## config.mk

```make
export PLATFORM = sky130hd
export DESIGN_NAME = ctrl_pipeline_nd
export DESIGN_NICKNAME = d
export VERILOG_FILES = /design/src/rtl/ctrl_pipeline_nd.sv
export SDC_FILE = /design/constraint.sdc
export NUM_CORES = 1
export LEC_CHECK = 0
export ABC_CLOCK_PERIOD_IN_PS = 1400
export BUFFER_PORTS_ARGS = -buffer_cell sky130_fd_sc_hd__buf_2
export CAP_MARGIN = 20
export CORE_MARGIN = 5
export CORE_UTILIZATION = 45
export CTS_BUF_LIST = sky130_fd_sc_hd__clkbuf_8
export DETAILED_ROUTE_END_ITERATION = 6
export PLACE_DENSITY_LB_ADDON = 0.1
export SYNTH_ARGS = -nofsm -noshare
export SYNTH_HDL_FRONTEND = slang
export SYNTH_SLANG_ARGS = --single-unit
```

## constraint.sdc

```tcl
create_clock -name clk -period 1.4 [get_ports clk]
set_clock_uncertainty 0.1 [all_clocks]
set_input_delay 0.21 -clock clk [delete_from_list [all_inputs] [get_ports clk]]
set_output_delay 0.21 -clock clk [all_outputs]
set_load 0.02 [all_outputs]
```

## src/rtl/ctrl_pipeline_nd.sv

```systemverilog
// Valid/tag control pipeline: DEPTH stages plus an output register, with stall/flush.
// Optional occupancy count when CTRL_PIPE_OCCUPANCY_EN is defined.
module ctrl_pipeline_nd #(
  parameter int DEPTH = 4,
  parameter int LANES = 1,
  parameter int TAG_W = 4
) (
  input  logic                     clk,
  input  logic                     rst,
  input  logic [LANES-1:0]         valid_in,
  input  logic [TAG_W-1:0]         tag_in,
  input  logic                     stall,
  input  logic                     flush,
  output logic                     in_ready,
  output logic [DEPTH*LANES-1:0]   valid_pipeline,
  output logic [LANES-1:0]         valid_out,
  output logic [TAG_W-1:0]         tag_out,
`ifdef CTRL_PIPE_OCCUPANCY_EN
  output logic [$clog2(DEPTH+2)-1:0] occupancy,
`endif
  output logic                     busy
);

  localparam int NV = (DEPTH + 1) * LANES;
  localparam int NT = (DEPTH + 1) * TAG_W;

  // Output register is the top slice of one shift chain.
  logic [NV-1:0] vld_q, vld_d;
  logic [NT-1:0] tag_q, tag_d;

  always_comb begin
    vld_d = vld_q;
    tag_d = tag_q;
    if (flush) begin
      vld_d = '0;
    end else if (!stall) begin
      vld_d = {vld_q[NV-LANES-1:0], valid_in};
      tag_d = {tag_q[NT-TAG_W-1:0], tag_in};
    end
  end

  always_ff @(posedge clk) begin
    if (rst) begin
      vld_q <= '0;
      tag_q <= '0;
    end else begin
      vld_q <= vld_d;
      tag_q <= tag_d;
    end
  end

  assign in_ready       = ~stall & ~flush;
  assign valid_pipeline = vld_q[DEPTH*LANES-1:0];
  assign valid_out      = vld_q[NV-1 -: LANES];
  assign tag_out        = tag_q[NT-1 -: TAG_W];
  assign busy           = |vld_q;

`ifdef CTRL_PIPE_OCCUPANCY_EN
  localparam int OCC_W = $clog2(DEPTH + 2);
  logic [OCC_W-1:0] occ;

  always_comb begin
    occ = '0;
    for (int k = 0; k <= DEPTH; k++) begin
      occ = occ + OCC_W'(|vld_q[k*LANES +: LANES]);
    end
  end

  assign occupancy = occ;
`endif

endmodule

```

---- Word-level counts from Yosys, hierarchy flattened ----
Index checks and enable logic that the tools add are counted.
cells by class
  bitwise gates (word level) .............. 3
  reductions and logical operators ........ 3
operators by type and width
  kind               count
  $reduce_or A5 Y1   1
  $not A1 Y1         2
  $reduce_and A2 Y1  1
  $reduce_or A2 Y1   1
  $and A1 B1 Y1      1
storage, ports and cells
  register bits after elaboration ......... 25
  input bits .............................. 9
  output and inout bits ................... 11
  word-level logic and storage cells ...... 8

---- Logic depth before layout (Yosys ltp) ----
  depth in word-level cells ............... 2
  gate-level depth with buffers ........... 6
  mapped depth without buffers ............ 3

---- Worst setup path before layout ----
Ideal clock, no wire load.
  path kind ............................... input to register
  from .................................... in flush
  to ...................................... reg tag_q[12]
  setup time .............................. 72 ps
  arrival ................................. 1073 ps
  required time ........................... 1228 ps
  setup slack ............................. 156 ps
  stages .................................. 6
  path buffers ............................ 3
  cells stage by stage .................... buf_2 -> or2_1 -> buf_6 -> inv_12 -> buf_12 -> mux2i_1
between the ends
  word-level cells in the longest chain between the ends .. 2
RTL lines
  what                                RTL line  source
  start, declared                     13        input logic flush,
  $not A1 Y1 (no source line)         --
  $reduce_and A2 Y1 (no source line)  --
  end signal, assigned                48        tag_q <= tag_d;
  end, declared                       29        logic [NT-1:0] tag_q, tag_d;
Every way passes these cells.
A chain may end at the register's enable or synchronous reset.

---- Worst setup path in the final report ----
  from .................................... reg vld_q[0]
  to ...................................... out busy
between the ends
  word-level cells in the longest chain between the ends .. 1
RTL lines
  what                    RTL line  source
  start, declared         28        logic [NV-1:0] vld_q, vld_d;
  start signal, assigned  47        vld_q <= vld_d;
  $reduce_or A5 Y1        56        assign busy = |vld_q;
  end, declared           21        output logic busy
Every way passes these cells.

==> metrics <==
adder and majority cell fraction of the synthesized area 0%; maximum number of pins on one net before global-route repair 19; total iterations of the first detailed-routing run 4; Final nets 121; setup total negative slack 0 ns; y dimension of the die 58.19 um; weighted congestion reported at the end of routability-driven placement 0.6688; run status complete, no violations; Synth-to-Final Area Change 11.26%; share of synthesized area occupied by flip-flops and latches 47.90%; initial antenna violation count 0; Clock Root Buffer sky130_fd_sc_hd__clkbuf_8; residual overflow from global routing 0; ranking of synthesized cells by area sky130_fd_sc_hd__dfxtp_1 (48%), sky130_fd_sc_hd__mux2i_1 (20%), sky130_fd_sc_hd__nand2b_1 (12%), sky130_fd_sc_hd__or4b_1 (3.8%), sky130_fd_sc_hd__nor3_1 (2.9%); biggest fanout along the worst timing path 4; largest family of logic cells by synthesized area multiplexers; multiplexer share of the synthesized area 20.12%; highest achievable clock rate 0.7532 GHz; RSZ-0062 raised after global routing no; total number of yosys warnings 0; Post-Synth XOR/XNOR Area 0%; largest vdd supply drop 0.0006596 V; total global-route track usage 11.17%; leading register cell type out of synthesis sky130_fd_sc_hd__dfxtp_1; Async S/R FF share, synth 0%; Reg clk slew, reported paths 0.08 ns; post-route total power 1232 uW; number of violations of the max-capacitance limit 0; Hold-fix buffers, CTS 0; clock period minus worst slack 1.328 ns; floorplan row count 17; CTS buffer count 3; number of pins with negative max-slew slack in the final report 0; count of boundary I/O pins 20; hold slack final 0.1203 ns; proportion of layout cells with a drive suffix above 1 25.23%; final standard cell area without fillers 1162 um2; final routed DRC violation total 0; vias in the first global route 639; count of state elements after synthesis 25; depth of the CTS H-tree 1; data arrival time of the critical path 1.02 ns; remaining antenna violation count after routing 0; count of inserted antenna diode cells 0; required time at the endpoint of the critical path 1.09 ns; most repeated cell in the gate-level netlist after synthesis sky130_fd_sc_hd__dfxtp_1; buffers inserted during post-CTS setup optimization 0; Mapped Nets 104; worst setup path class reg -> out; Buffers on Ports 19; number of endpoints failing setup at the final stage 0; DRC marker count from the first detailed-route iteration 7; post-detailed-route via-to-cell ratio 4.827; fraction of the cycle the final worst path needs 94.83%; Clock Sinks 25; synthesized cell area 1045 um2; Leak Pwr 0.0005011 uW; area occupied by multi-input gates 439.2 um2; average footprint of a synthesized cell 11.00 um2; Worst-Skew Late Latency 0.26 ns; Unique masters post-synth 15; horizontal die dimension 58.19 um; startpoint type of the worst setup path flip-flop; area occupied by registers 500.5 um2; number of gates resized after CTS 0; Clock Tree Buf Depth 2; top cell types by occurrence after synthesis sky130_fd_sc_hd__dfxtp_1 (25), sky130_fd_sc_hd__mux2i_1 (21), sky130_fd_sc_hd__nand2b_1 (20); DPL Wire Length 1.237 mm; initial core utilization 47.23%; number of cells produced by synthesis 95; wire length of the first global-routing pass 2.898 mm; fraction of synthesized cell area taken by the top area cell type 47.90%; area of the die 3385 um2; number of enable flip-flop cells after synthesis 0; type of the most critical hold path in -> reg; power density over cell area 1060 nW/um2; library cell occupying the most area in the post-synthesis netlist sky130_fd_sc_hd__dfxtp_1; core box area 2212 um2; TritonCTS clock tree built; vias post-DR 671; basic-gate share of the synthesized area counting and, or, nand and nor cells 20.00%; max_slew headroom 80.85%; slew at the pin with the worst max-slew slack 0.2872 ns; Filler Cell Count 215; sort of element at the end of the critical path primary output; Final Hold Violating Endpoints 0; complex-gate fraction of the synthesized area 1.916%; total wire length after detailed routing 1.682 mm; routed len/inst 12.10 um; dpl cell area 1116 um2
[cell type report]
type | count | share of cell area [%]
Timing Repair Buffer | 23 | 10.76
Sequential cell | 25 | 43.06
Tap cell | 28 | 3.014
Multi-Input combinational cell | 58 | 37.78
Clock buffer | 3 | 3.552
Inverter | 1 | 1.399
Clock inverter | 1 | 0.4306
[placed cells by master (no fill, tap or decap)]
cell type and n:
sky130_fd_sc_hd__buf_2 19, sky130_fd_sc_hd__buf_4 4, sky130_fd_sc_hd__clkbuf_8 3, sky130_fd_sc_hd__clkinv_2 1, sky130_fd_sc_hd__dfxtp_1 25, sky130_fd_sc_hd__inv_12 1, sky130_fd_sc_hd__mux2i_1 21, sky130_fd_sc_hd__nand2_1 1
sky130_fd_sc_hd__nand2b_1 20, sky130_fd_sc_hd__nor2_1 1, sky130_fd_sc_hd__nor3_1 6, sky130_fd_sc_hd__o21ai_0 4, sky130_fd_sc_hd__or2_1 1, sky130_fd_sc_hd__or4b_1 4
[kinds of logic after synthesis]
logic type,Yosys count
AOI/OAI and AO/OA,4
buffers and inverters,12
DFF,25
muxes,21
and+or+nand+nor,33
[where the power goes]
part	total (uW)	internal [uW]	switching [uW]	leakage, uW
clock network	413	199	214	0.0000255
registers	723	720	3.15	0.000202
logic	96.5	46.3	50.2	0.000274
[flip-flops by register name (all words and copies together), names as in the netlist]
name and flops:
vld_q 5, tag_q 20
[worst max-delay path: stages (launching register included)]
cell and delay [ns]:
sky130_fd_sc_hd__dfxtp_1 0.34, sky130_fd_sc_hd__nor3_1 0.19, sky130_fd_sc_hd__nand2_1 0.07, sky130_fd_sc_hd__buf_2 0.15
[metal layers]
| metal | wire [um] | vias up | global-route usage (%) |
|---|---|---|---|
| met5 | 0 | - | 0 |
| met4 | 26 | 0 | 4.967 |
| met3 | 96 | 4 | 3.341 |
| met2 | 709 | 17 | 16.13 |
| met1 | 849 | 296 | 15.23 |
| li1 | - | 354 | - |
[metrics by stage]
step / std cells / setup slack (ns) / utilization [%]
4_1_cts: 139 / 0.06605 / 52.55
3_5_place_dp: 135 / 0.09180 / 50.45
6_report: 139 / 0.07234 / 52.55
3_3_place_gp: 135 / 0.1063 / 50.45
5_1_grt: 139 / 0.01563 / 52.55
2_1_floorplan: 95 / 0.1559 / -
[final timing paths]
kind	start	end	slack (ns)	depth (start not counted)
worst max-delay path	vld_q[0]	busy	0.07	3
worst min-delay path	valid_in	vld_q[0]	0.12	3
worst max register to register	vld_q[0]	vld_q[1]	0.64	2
worst min register to register	tag_q[18]	tag_q[18]	0.37	2
(Power assumes the default switching activity.)
